`src/rtl/uart_pkg.sv`:
```
// uart_pkg: shared UART constants: default byte width, drain FSM encoding, overflow counter width.
package uart_pkg;
   localparam int DATA_WIDTH_DEF = 8;
   localparam int OVF_W = 8;
   localparam logic [1:0] ST_IDLE   = 2'd0;
   localparam logic [1:0] ST_LAUNCH = 2'd1;
   localparam logic [1:0] ST_WAIT   = 2'd2;
endpackage

```
`src/rtl/uart_fifo_ram.sv`:
```
// uart_fifo_ram: DEPTH x DATA_WIDTH storage, synchronous write, asynchronous read.
module uart_fifo_ram #(
   parameter int DATA_WIDTH = 8,
   parameter int DEPTH = 16
)(
   input  logic                     clk,
   input  logic                     we,
   input  logic [$clog2(DEPTH)-1:0] waddr,
   input  logic [DATA_WIDTH-1:0]    wdata,
   input  logic [$clog2(DEPTH)-1:0] raddr,
   output logic [DATA_WIDTH-1:0]    rdata
);
   logic [DATA_WIDTH-1:0] mem [DEPTH];
   always_ff @(posedge clk)
      if (we) mem[waddr] <= wdata;
   assign rdata = mem[raddr];
endmodule

```
`src/rtl/uart_tx_fifo.sv`:
```
// uart_tx_fifo: byte FIFO feeding the UART transmitter through a tx_start/tx_busy handshake.
// Define UART_TX_FIFO_OVF_EN to add the saturating ovf_count of dropped writes.
module uart_tx_fifo import uart_pkg::*; #(
   parameter int DATA_WIDTH = DATA_WIDTH_DEF,
   parameter int DEPTH = 16
)(
   input  logic                   clk,
   input  logic                   rst,
   input  logic                   wr_en,
   input  logic [DATA_WIDTH-1:0]  wr_data,
   output logic                   full,
   output logic                   empty,
   output logic [$clog2(DEPTH):0] level,
   output logic                   tx_start,
   output logic [DATA_WIDTH-1:0]  tx_data,
   input  logic                   tx_busy
`ifdef UART_TX_FIFO_OVF_EN
   ,output logic [OVF_W-1:0]      ovf_count
`endif
);
   localparam int AW = $clog2(DEPTH);
   localparam int LW = AW + 1;
   logic [AW-1:0] wr_ptr, rd_ptr;
   logic [1:0] state;
   logic push, pop;
   logic [LW-1:0] level_nxt;
   logic [DATA_WIDTH-1:0] rd_data;
   always_comb begin
      push = wr_en && !full;
      pop = state == ST_LAUNCH && tx_busy;
      level_nxt = level + LW'(push) - LW'(pop);
   end
   uart_fifo_ram #(.DATA_WIDTH(DATA_WIDTH), .DEPTH(DEPTH)) u_ram (
      .clk(clk), .we(push), .waddr(wr_ptr), .wdata(wr_data), .raddr(rd_ptr), .rdata(rd_data)
   );
   always_ff @(posedge clk) begin
      if (rst) begin
         wr_ptr <= '0;
         rd_ptr <= '0;
         level <= '0;
         full <= 1'b0;
         empty <= 1'b1;
      end else begin
         if (push) wr_ptr <= wr_ptr + 1'b1;
         if (pop) rd_ptr <= rd_ptr + 1'b1;
         level <= level_nxt;
         full <= level_nxt == LW'(DEPTH);
         empty <= level_nxt == '0;
      end
   end
   // The byte is only popped once the transmitter shows busy, so a late baud tick loses nothing.
   always_ff @(posedge clk) begin
      if (rst) begin
         state <= ST_IDLE;
         tx_start <= 1'b0;
         tx_data <= '0;
      end else if (state == ST_IDLE && !empty && !tx_busy) begin
         tx_data <= rd_data;
         tx_start <= 1'b1;
         state <= ST_LAUNCH;
      end else if (pop) begin
         tx_start <= 1'b0;
         state <= ST_WAIT;
      end else if (state == ST_WAIT && !tx_busy) begin
         state <= ST_IDLE;
      end
   end
`ifdef UART_TX_FIFO_OVF_EN
   always_ff @(posedge clk)
      if (rst) ovf_count <= '0;
      else if (wr_en && full && ovf_count != '1) ovf_count <= ovf_count + 1'b1;
`endif
endmodule

```
`config.mk`:
```
export PLATFORM = sky130hd
export DESIGN_NAME = uart_tx_fifo
export DESIGN_NICKNAME = d
export VERILOG_FILES = /design/src/rtl/uart_pkg.sv /design/src/rtl/uart_fifo_ram.sv /design/src/rtl/uart_tx_fifo.sv
export SDC_FILE = /design/constraint.sdc
export NUM_CORES = 1
export LEC_CHECK = 0
export BUFFER_PORTS_ARGS = -buffer_cell sky130_fd_sc_hd__buf_2
export CAP_MARGIN = 10
export CORE_MARGIN = 5
export CORE_UTILIZATION = 40
export CTS_BUF_LIST = sky130_fd_sc_hd__clkbuf_4 sky130_fd_sc_hd__clkbuf_8
export DETAILED_ROUTE_END_ITERATION = 7
export SYNTH_ARGS = -nofsm -noshare
export SYNTH_HDL_FRONTEND = slang
export SYNTH_SLANG_ARGS = --single-unit
```
`constraint.sdc`:
```
create_clock -name clk -period 3.1 [get_ports clk]
set_input_delay 0.62 -clock clk [delete_from_list [all_inputs] [get_ports clk]]
set_output_delay 0.62 -clock clk [all_outputs]
set_load 0.01 [all_outputs]
```
* After elaboration in Yosys (flattened, before gate mapping)
Memory sizes are Yosys's and may differ from the RTL's. A register that Yosys moved wholly into a read port is not among the register bits.
Index checks and enable logic that the tools add are counted.
** Word-level totals
- Bits in writable memories :: 128
- Logic and storage cells :: 37
- Memories kept :: 1
- Bits of input ports :: 12
- Register bits :: 18
** Memories
- u_ram.mem :: words 16, width 8, rd ports 1, clocked after Yosys merged registers in 1, write ports 1, line uart_fifo_ram.sv:13 : logic [DATA_WIDTH-1:0] mem [DEPTH];
** Operators by class
- Reduce and logical (&&, ||, !) cells :: 14
- Add/subtract/negate cells :: 4
- Muxes and demuxes :: 7
- Equality and inequality tests :: 3
** Operators with widths (count)
- 4-bit by 1-bit adder with 4-bit output, second input constant :: 2
- 5-bit by 1-bit adder with 5-bit output :: 1
- 5-bit == test, second input constant :: 1
- 1-bit logical AND :: 5
- 5-bit zero test :: 1
- 1-bit 2-to-1 mux :: 5
- 5-bit by 1-bit subtractor with 5-bit output :: 1
- 2-bit 2-to-1 mux :: 2
- 2-bit nonzero test :: 2
- 1-bit zero test :: 3
- 3-bit nonzero test :: 1
- 2-bit by 1-bit == test with 1-bit output, second input constant :: 1
- 2-bit == test, second input constant :: 1
- 2-bit zero test :: 1
- 2-bit OR reduction :: 1

* Longest topological paths before layout
Gate-level depths: netlist of run 1.
- Depth in word-level cells :: 5
- Depth in mapped cells :: 12
- Gate-level depth less buffers :: 11

* Hierarchy
A second synthesis of run 1 with hierarchy kept.
** Unflattened totals
- Cell total of the unflattened synthesis :: 333
- Area, all modules :: 6078.3 µm²
** Modules (own cells, without submodules)
- uart_fifo_ram :: cells each 221, instances 1, area each 4987.3 µm²
- uart_tx_fifo :: cells each 112, instances 1, area each 1091.0 µm²

* Worst setup path after synthesis of run 1
Ideal clock, no wire load.
- Path type :: input to register
- Start :: input port wr_en
- End :: register empty
- Buffers on the path :: 1
- Slack :: 0.387 ns
- Stages :: 12
- Library setup time :: 0.116 ns
- Data arrival time :: 2.597 ns
- Cells stage by stage :: nor2b_1 > clkbuf_1 > inv_1 > ha_1 > inv_1 > ha_1 > inv_1 > fa_1 > nor2b_1 > o21a_1 > or3_1 > a41o_1
** Between the ends
- Longest elaborated chain between the ends :: 4
** Ends and longest elaborated chain
- from (decl) :: line uart_tx_fifo.sv:9 : input logic wr_en,
- 1-bit logical AND :: line uart_tx_fifo.sv:29 : push = wr_en && !full;
- 5-bit by 1-bit adder with 5-bit output :: line uart_tx_fifo.sv:31 : level_nxt = level + LW'(push) - LW'(pop);
- 5-bit by 1-bit subtractor with 5-bit output :: line uart_tx_fifo.sv:31
- 5-bit zero test :: line uart_tx_fifo.sv:48 : empty <= level_nxt == '0;
- to (signal assigned) :: line uart_tx_fifo.sv:42 : empty <= 1'b1;
- to (signal assigned) :: line uart_tx_fifo.sv:48
- to (decl) :: line uart_tx_fifo.sv:12 : output logic empty,
No other way between the ends.
A chain may end at the register's enable or synchronous reset.

* Final worst setup path of run 1
- Start :: register state[1]
- End :: register empty
** Between the ends
- Longest elaborated chain between the ends :: 4
** Ends and longest elaborated chain
- from (decl) :: line uart_tx_fifo.sv:24 : logic [1:0] state;
- from (signal assigned) :: line uart_tx_fifo.sv:54 : state <= ST_IDLE;
- from (signal assigned) :: line uart_tx_fifo.sv:60 : state <= ST_LAUNCH;
- from (signal assigned) :: line uart_tx_fifo.sv:63 : state <= ST_WAIT;
- 2-bit by 1-bit == test with 1-bit output :: line uart_tx_fifo.sv:30 : pop = state == ST_LAUNCH && tx_busy;
- 1-bit logical AND :: line uart_tx_fifo.sv:30
- 5-bit by 1-bit subtractor with 5-bit output :: line uart_tx_fifo.sv:31
- 5-bit zero test :: line uart_tx_fifo.sv:48
No other way between the ends.

==> key figures, run 1 <==
Synthesis
  • Top cell type's share of synthesized area: around 63%
  • Synth unique cells: 42
  • Ys async rst share: 0%
  • Yosys top cell by area: edfxtp_1
  • Syn Std Cell Area: between 0.006 and 0.007 sq mm
  • Yosys reg bits: between 150 and 200
  • Syn_nets: 357
  • Top FF cell, synth: edfxtp_1
  • Syn avg cell area: 18.3 sq um
  • Cell count after synthesis: roughly 330
  • EDFF count, synth: roughly 130
  • Register area share after synthesis: 71.4%
  • Top post-synthesis cells by area: edfxtp_1 (63%), mux4_2 (9.2%), dfxtp_1 (8.5%)
  • Warnings from Yosys: 0

GRT
  • Number of global-route vias before repair: approximately 3.2k
  • Overall routing resource usage: ~14%
  • Initial antenna violation count: 0
  • Largest net degree at the start of global routing: 19
  • First-pass GRT wire length: between 15,000 and 20,000 um
  • Total gr overflow: 0

Worst setup path
  • Critical Path AT: about 2900 ps
  • Max stage delay on crit path: roughly 440 ps
  • Cells along the critical path: and3b_1 > ha_1 > inv_1 > ha_1 > inv_1 > fa_1 > nor2b_1 > o21a_1 > or3_1 > a41o_1
  • Worst EP required: around 3400 ps
  • Worst path slowest cell: dfxtp_1
  • Worst R2R Path Depth: 10
  • Setup Crit Path Kind: register to register
  • Cell family with most CP delay: simple AND/OR/NAND/NOR gates
  • CP Launch Type: register
  • Crit path max fanout: 8
  • Stages on worst setup path: 10
  • CP endpoint kind: register
  • Worst Path Buf+Inv: 2

Clock network
  • Clk slew on worst S/H paths: 80 ps
  • CTS Hold Bufs: 0
  • Clk sink count: around 150
  • CTS tree: yes
  • Post_cts resized: 0
  • Clk Latency, worst-skew pair: between 400 and 500 ps
  • H-tree depth: 4
  • # Post-CTS Setup Buffers: 0
  • Clk root buf: clkbuf_8
  • CTS Buf Count: 17
  • Maximum clock path buffer count: 2

Routing
  • Wire per inst: about 20 um
  • Final wirelength: around 12,000 um
  • Vias per cell: 5.20
  • DRT Pass-1 Iters: 4
  • Remaining antenna violation count: 0
  • Vias post-DR: a little over 3k
  • DRC viols: 0
  • 1st-iter DRT viols: around 210

Floorplan
  • Die Wd: around 130 um
  • Initial core utilization: just over 40%
  • Die height: about 130 um
  • FP Rows: 45
  • IO Pins: 28
  • Std-Cell Core Area: ~0.015 sq mm
  • Die ar.: between 0.015 and 0.02 sq mm

Finish
  • Syn-to-layout area delta: 14.3%
  • Post-route cell area: 0.00698 sq mm
  • Area of the multi-input gates: about 0.0016 sq mm
  • Layout Utilization: roughly 46%
  • Seq. cell area: 0.00437 sq mm
  • Share of layout cells above drive strength 1: between 20% and 30%
  • Commonest non-fill, non-tap cells in the layout: edfxtp_1 (128), buf_2 (27), nor2_1 (25), mux4_2 (25), dfxtp_1 (25)
  • Commonest non-fill, non-tap cell in the layout: edfxtp_1
  • Filler cell count: 1,265
  • Ant diodes: 0
  • Fin nets: 409

Job
  • MaxCap Viol Count: 0

Status
  • Status: complete, no violations

STA
  • Hold slack: between 400 and 500 ps
  • Crit share post-route: ~80%
  • Worst slew margin: a little over half
  • Setup violators final: 0
  • Crit path time final: around 2500 ps
  • Max Slew Vio Count: 0
  • Worst Clk Skew: 12.8 ps
  • Fmax achieved: approximately 0.40 GHz
  • Worst-margin pin slew: approximately 700 ps
  • Setup TNS: 0 ps
  • RSZ-0062 raised after global routing: no
  • Final hold violation count: 0

Pwr
  • Maximum VDD drop: 0.408 mV
  • Power per cell area: around 660 mW/mm^2
  • Final Power: about 4.6 mW
  • P_leak: approximately 2.4 nW

Place
  • Port bufs: 27
  • HPWL Detailed: 7880 um
  • Post-DP Area: ~0.0066 sq mm
  • Routability cong.: just over 0.8

Hold path
  • Worst hold path depth: 3
  • Worst min path class: primary input to register
-- layer usage --
layer | track usage (%) | part of all wire, % | up-vias
li1 | - | - | 1415
met1 | 18.8 | 46 | 1552
met2 | 22.5 | 48 | 70
met3 | 4.27 | 4.6 | 16
met4 | 4.46 | 1.5 | 0
met5 | 0 | 0 | -
-- power breakdown --
| group | switching, mW | leakage (nW) | internal, mW | total (mW) |
|---|---|---|---|---|
| logic | 0.355 | 0.771 | 0.269 | 0.624 |
| registers | 0.0686 | 1.37 | 2.36 | 2.43 |
| clock network | 0.724 | 0.213 | 0.812 | 1.54 |
-- kinds of logic after synthesis --
family                     synth area share [%]
adders and majority gates                  2.38
and+or+nand+nor                            3.97
buffers and inverters                      2.25
xor gates and xnor gates                   1.29
AOI/OAI and AO/OA                          3.48
DFF                                        71.4
muxes                                      15.2
-- per-stage QoR --
step,worst slack (ps),std cells
2_1_floorplan,387,334
3_3_place_gp,360,555
3_5_place_dp,269,555
4_1_cts,580,587
5_1_grt,438,587
6_report,587,587
-- registers in the layout, indices dropped and copies added (netlist names) --
name       flops
u_ram.mem    128
level          5
rd_ptr         4
full           1
empty          1
tx_start       1
tx_data        8
wr_ptr         4
state          2
-- synth_stat cells (2+ instances only) --
master / instances
inv_1: 11
a22oi_2: 2
nand2b_1: 2
nor2b_1: 3
o21ai_1: 2
edfxtp_1: 128
xnor2_1: 3
a21oi_1: 5
clkbuf_1: 9
mux2_2: 8
dfxtp_1: 26
o21ai_0: 9
o21a_1: 2
mux2i_1: 9
nor3_1: 6
ha_1: 10
nand4_1: 2
buf_2: 3
nor2_1: 25
mux4_1: 7
a22oi_1: 6
nand2_1: 7
xor2_1: 6
mux4_2: 25
-- area by class of cell --
type	instances	area share, %
sequential	154	62.5
multi-input combinational	152	23.0
timing repair buffer	50	4.59
clock buffer	23	4.27
tap	188	3.37
clock inverter	9	1.61
inverter	11	0.592
-- worst reg2reg max path: stages (launching register included) --
cell     delay, ps
dfxtp_1        440
and3b_1        300
ha_1           310
inv_1           40
ha_1           180
inv_1           70
fa_1           200
nor2b_1         60
o21a_1         200
or3_1          370
a41o_1         240
-- worst paths after layout --
kind | startpoint | end | slack, ps
worst max-delay path | state[1] | empty | 590
worst min-delay path | tx_busy | state[1] | 470
worst max register to register | state[1] | empty | 590
worst min register to register | tx_start | tx_start | 490
(Power assumes the default switching activity.)
==> run 2: changes to the inputs <==
Settings changed: ABC_AREA set to 1.
Clock period 3.1 ns to 2.1 ns, I/O delays scaled along.
==> run 2 against run 1 <==
Effect of this change: final area is 9.8% higher; sequential share of layout area is 5.6 points lower; critical path depth is 2 higher; sequential cell count stayed put; via count is 50% higher; largest cell class unchanged; global-route usage is 1.8 points higher; highest routed layer unchanged; synthesized cell count is 100% higher.
==> key figures, run 2 <==
GRT
  • First-pass GRT wire length: roughly 24,000 um
  • Number of global-route vias before repair: between 4k and 5k
  • Total gr overflow: 0
  • Largest net degree at the start of global routing: 57
  • Initial antenna violation count: 0
  • Overall routing resource usage: 15.9%

Finish
  • Share of layout cells above drive strength 1: 15.3%
  • Layout Utilization: between 40% and 50%
  • Final Non-Filler Cells: 957
  • Seq. cell area: between 0.004 and 0.005 sq mm
  • Ant diodes: 0
  • Fin nets: ~750
  • Syn-to-layout area delta: 14.8%
  • Post-route cell area: 0.00767 sq mm
  • Area of the multi-input gates: approximately 0.0018 sq mm
  • Commonest non-fill, non-tap cell in the layout: nand2_1
  • Most flop-heavy register: u_ram.mem
  • Filler cell count: between 1.5k and 2k
  • Commonest non-fill, non-tap cells in the layout: nand2_1 (219), edfxtp_1 (128), nand3_1 (92), inv_1 (89), nor2_1 (37)
  • Max reg flops: about 130
  • Largest regs: u_ram.mem x128, tx_data x8, level x5

Floorplan
  • Initial core utilization: between 40% and 50%
  • FP Rows: 47
  • Std-Cell Core Area: roughly 0.016 sq mm
  • IO Pins: 28
  • Die Wd: 139 um
  • Die height: 139 um
  • Die ar.: between 0.015 and 0.02 sq mm

Job
  • MaxCap Viol Count: 0

Synthesis
  • Top FF cell, synth: edfxtp_1
  • EDFF count, synth: between 100 and 150
  • Top post-synthesis cells by area: edfxtp_1 (58%), nand2_1 (12%), dfxtp_1 (7.8%)
  • Syn_nets: 695
  • Most common cell in the synthesized netlist: nand2_1
  • Top cell type's share of synthesized area: roughly 58%
  • Synth unique cells: 25
  • Ys async rst share: 0%
  • Syn Std Cell Area: between 0.006 and 0.007 sq mm
  • Warnings from Yosys: 0
  • Yosys top cell by area: edfxtp_1
  • Cell count after synthesis: about 670
  • Register area share after synthesis: 65.4%
  • Syn avg cell area: a little under 10 sq um
  • Most common library cells after synthesis: nand2_1 (219), edfxtp_1 (128), inv_1 (94)
  • Yosys reg bits: between 150 and 200

Worst setup path
  • CP dominant cell by count: inv_2
  • Worst path slowest cell: fa_2
  • Launch point of the worst reg-to-reg path: state[1]
  • Cells along the critical path: inv_2 > nand3_2 > inv_2 > ha_4 > inv_2 > ha_4 > inv_2 > fa_2 > o21ai_2 > xor2_2 > nor2_2 > a21oi_1
  • CP Launch Type: register
  • Worst EP required: between 2000 and 2500 ps
  • Crit path max fanout: 3
  • Reg2Reg Setup Slack: approximately 120 ps
  • Max stage delay on crit path: ~360 ps
  • Setup Crit Path Kind: register to register
  • CP endpoint kind: register
  • Critical Path AT: around 2400 ps
  • Worst Setup SP: state[1]

Clock network
  • CTS Buf Count: 17
  • Maximum clock path buffer count: 2
  • Clk Latency, worst-skew pair: between 400 and 500 ps
  • Clk slew on worst S/H paths: ~80 ps
  • Clk sink count: 154
  • H-tree depth: 4
  • CTS tree: yes
  • Clk root buf: clkbuf_8

Routing
  • Vias per cell: roughly 4.8
  • Final wirelength: around 15,000 um
  • Remaining antenna violation count: 0
  • Vias post-DR: roughly 4.6k
  • DRT Pass-1 Iters: 5
  • Wire per inst: around 15 um
  • DRC viols: 0
  • 1st-iter DRT viols: 340

Place
  • Post-DP Area: around 0.0072 sq mm
  • Dpl cells: between 900 and 1k
  • HPWL Detailed: ~9700 um
  • Routability cong.: just over 0.8
  • Port bufs: 27

STA
  • Crit share post-route: 94.3%
  • Setup TNS: 0 ps
  • Setup violators final: 0
  • RSZ-0062 raised after global routing: no
  • Max Slew Vio Count: 0
  • Worst Clk Skew: between 10 and 15 ps
  • Crit path time final: approximately 2000 ps
  • Fmax achieved: 0.505 GHz
  • Worst slew margin: 64.1%
  • Worst-margin pin slew: between 500 and 600 ps
  • Final hold violation count: 0

Hold path
  • Hold Path Origin: wr_data[5]
  • Worst min path class: primary input to register

Pwr
  • Internal Power: 5.43 mW
  • Share of power burned in combinational logic: between 20% and 30%
  • Switching Share: approximately 28%
  • Power per cell area: approximately 990 mW/mm^2
  • P_sw: approximately 2.1 mW
  • P_leak: around 3.3 nW
  • Power share of the sequential group: a little under half
  • Clk pwr share: a little under a third
  • Maximum VDD drop: between 0.5 and 0.6 mV
  • Final Power: ~7.6 mW

Status
  • Status: complete, no violations
## run 2: changes by cell type after synthesis, sizes merged, moves of 9 or more
cell / before / now
buf: 7 / 25
mux2i: 9 / 0
mux4: 32 / 0
nand3: 0 / 93
nand2: 7 / 219
nor2: 25 / 41
inv: 11 / 95
## run 2: power by group through the flow
stage	combinational (mW)	clock, mW	sequential [mW]
2_1_floorplan	0.911	0	3.72
3_3_place_gp	1.37	0	3.68
3_5_place_dp	1.42	0	3.69
4_1_cts	1.43	2.43	3.62
5_1_grt	1.72	2.58	3.65
6_report	1.54	2.39	3.62
## run 2: layout make-up
class                   instances  area share [%]
repair buffers                 61            5.26
clock buffers                  20            3.35
inverters                      97            4.75
well taps                     220            3.59
multi-input cells             393            23.8
clock inverters                12            2.25
flip-flops and latches        154            57.0
## run 2: final timing paths
check | to | depth (start not counted)
max | empty | 12
min | u_ram.mem[0][5] | 1
max reg2reg | empty | 12
min reg2reg | tx_start | 2
## run 2: through the flow
step / setup WS [ps] / hold slack [ps]
after floorplan: 24.9 / 464
after global placement: -71.8 / 451
after detailed placement: -162 / 465
after CTS: 3.18 / 344
after global routing: 0.450 / 360
final: 120 / 366
## run 2: repair_timing
item / CTS / global route
resized for setup: 1 / 8
setup endpoints to repair: 2 / 3
pin swaps: 0 / 4
hold endpoints to repair: 0 / 0
buffers inserted: 0 / 2
hold buffers: 0 / 0
## run 2: per-layer routing
metal | wire length, um | track usage, % | share of wire, %
met1 | 6490 | 21.1 | 44
met2 | 7370 | 26.4 | 50
met3 | 719 | 3.17 | 4.8
met4 | 248 | 5.41 | 1.7
met5 | 0 | 0 | 0
## run 2: logic make-up (layout without fill, tap and decap cells)
logic type,count (synthesis),after routing,share of synthesized area (%)
simple gates,359,359,22.4
flops,154,154,65.4
buf+inv,125,190,8.13
compound gates,19,19,1.42
fa+ha+maj,11,11,2.17
xor+xnor,4,4,0.525
## run 2: worst max-delay path, delay by kind of cell (launching register included)
| kind | cells | cell delay (ps) |
|---|---|---|
| adder cells (fa/ha/maj) | 3 | 680 |
| XOR/XNOR | 1 | 180 |
| AND/OR/NAND/NOR | 2 | 140 |
| flip-flops | 1 | 330 |
| buffers and inverters | 4 | 240 |
| AO/OA/AOI/OAI | 2 | 340 |
==> run 3: changes to the inputs <==
==> constraint.sdc (replaced) <==
create_clock -name clk -period 2.1 [get_ports clk]
set_input_delay 0.105 -clock clk [delete_from_list [all_inputs] [get_ports clk]]
set_output_delay 0.105 -clock clk [all_outputs]
set_load 0.01 [all_outputs]
==> run 3 against run 2 <==
Effect of this change: clock power is 13% lower; via count is 0.15% higher; hold slack worse by 320 ps; first-iteration DRC count is 18% lower; critical endpoint unchanged; sequential cell count stayed put; utilization is 0.36 points lower; critical path depth stayed put; count of clock-buffer cells in the layout is 3 lower.
==> key figures, run 3 (synthesized netlist as in run 2, its figures left out) <==
Pwr
  • Internal Power: around 5.1 mW
  • Maximum VDD drop: between 0.4 and 0.5 mV
  • P_sw: between 2 and 2.5 mW
  • Clk pwr share: 29.2%
  • Switching Share: between 20% and 30%
  • Power share of the sequential group: between 50% and 60%
  • P_leak: ~3.2 nW
  • Power per cell area: 941 mW/mm^2
  • Share of power burned in combinational logic: between 20 and 25%

Floorplan
  • Die ar.: slightly below 0.02 sq mm
  • IO Pins: 28
  • FP Rows: 47
  • Die height: about 140 um
  • Initial core utilization: between 40 and 50%
  • Std-Cell Core Area: between 0.015 and 0.02 sq mm
  • Die Wd: 139 um

Finish
  • Most flop-heavy register: u_ram.mem
  • Max reg flops: about 130
  • Commonest non-fill, non-tap cell in the layout: nand2_1
  • Post-route cell area: approximately 0.0076 sq mm
  • Final Non-Filler Cells: around 960
  • Syn-to-layout area delta: 13.9%
  • Ant diodes: 0
  • Share of layout cells above drive strength 1: 14.7%
  • Largest regs: u_ram.mem x128, tx_data x8, level x5
  • Fin nets: 748
  • Commonest non-fill, non-tap cells in the layout: nand2_1 (219), edfxtp_1 (128), nand3_1 (92), inv_1 (89), nor2_1 (38)

STA
  • Worst slew margin: roughly 66%
  • Crit share post-route: approximately 94%
  • Setup violators final: 0
  • Worst-margin pin slew: 513 ps
  • Worst Clk Skew: approximately 10 ps
  • Crit path time final: between 1500 and 2000 ps
  • Max Slew Vio Count: 0
  • RSZ-0062 raised after global routing: yes
  • Fmax achieved: between 0.5 and 0.6 GHz
  • Hold slack: roughly 44 ps
  • Final hold violation count: 0
  • Setup TNS: 0 ps

Routing
  • Wire per inst: 15.6 um
  • 1st-iter DRT viols: 280
  • DRC viols: 0
  • Final wirelength: about 15,000 um
  • Vias per cell: 4.79
  • DRT Pass-1 Iters: 5
  • Remaining antenna violation count: 0
  • Vias post-DR: roughly 4.6k

GRT
  • Largest net degree at the start of global routing: 57
  • Number of global-route vias before repair: 4,486
  • Total gr overflow: 0
  • Initial antenna violation count: 0
  • First-pass GRT wire length: around 24,000 um
  • Overall routing resource usage: 16.0%

Worst setup path
  • Setup Crit Path Kind: register to register
  • Critical Path AT: around 2400 ps
  • CP endpoint kind: register
  • Worst EP required: 2480 ps
  • Crit path max fanout: 3
  • CP Launch Type: register

Clock network
  • Clk slew on worst S/H paths: 80 ps
  • Maximum clock path buffer count: 2
  • H-tree depth: 4
  • Clk Latency, worst-skew pair: ~450 ps
  • CTS Hold Bufs: 0
  • Clk sink count: between 150 and 200
  • CTS tree: yes
  • Clk root buf: clkbuf_8
  • CTS Buf Count: 17

Place
  • Post-DP Area: between 0.007 and 0.008 sq mm
  • Routability cong.: 0.863
  • Port bufs: 27
  • Dpl cells: 925
  • HPWL Detailed: slightly below 10,000 um

Hold path
  • Worst min path class: primary input to register

Status
  • Status: complete, no violations

Job
  • MaxCap Viol Count: 0
run 3: layout make-up:
class | count | area (sq um)
Sequential cell | 154 | 4370
Tap cell | 220 | 275
Fill cell | 1528 | 8860
Timing Repair Buffer | 62 | 423
Clock buffer | 17 | 234
Inverter | 97 | 364
Clock inverter | 14 | 130
Multi-Input combinational cell | 393 | 1810
run 3: power groups by stage:
stage	combinational (mW)	clock, mW	sequential [mW]
floorplan	0.899	0	3.72
global placement	1.36	0	3.68
detailed placement	1.40	0	3.69
CTS	1.43	2.13	3.62
global route	1.63	2.28	3.65
finish	1.44	2.09	3.62
run 3: per-layer routing:
metal  global-route usage [%]  wire length [um]  vias up
met1                     21.0              6740     2198
li1                         -                 -     2269
met3                     4.24               645       20
met4                     5.51               234        0
met5                        0                 0        -
met2                     25.9              7360       95
run 3: per-stage QoR:
step	setup WS (ps)	power (mW)	util, %
final	121	7.16	46.2
after global routing	-24.5	7.57	46.2
after CTS	13.2	7.18	46.0
after detailed placement	-54.4	5.09	43.7
after global placement	66.6	5.04	43.7
after floorplan	34.8	4.62	-
run 3: path summary, 6_finish.rpt:
| kind | from | to | slack [ps] | cells past startpoint |
|---|---|---|---|---|
| setup / recovery | state[1] | empty | 120 | 12 |
| hold / removal | tx_busy | state[0] | 40 | 4 |
| setup reg to reg | state[1] | empty | 120 | 12 |
| hold reg to reg | tx_start | tx_start | 470 | 2 |
run 3: timing repair:
action / in CTS / in global routing
setup endpoints to repair: 2 / 3
buffers inserted: 0 / 1
pin swaps: 1 / 3
resized for setup: 2 / 10
run 3: worst max-delay path, cell delays in order (launching register included):
cell     delay (ps)
dfxtp_2         340
inv_2            60
nand3_2          70
inv_2            80
ha_4            190
inv_2            60
ha_4            130
inv_2            40
fa_2            380
o21ai_2         160
xor2_1          190
nor2_1           90
a21oi_1         140
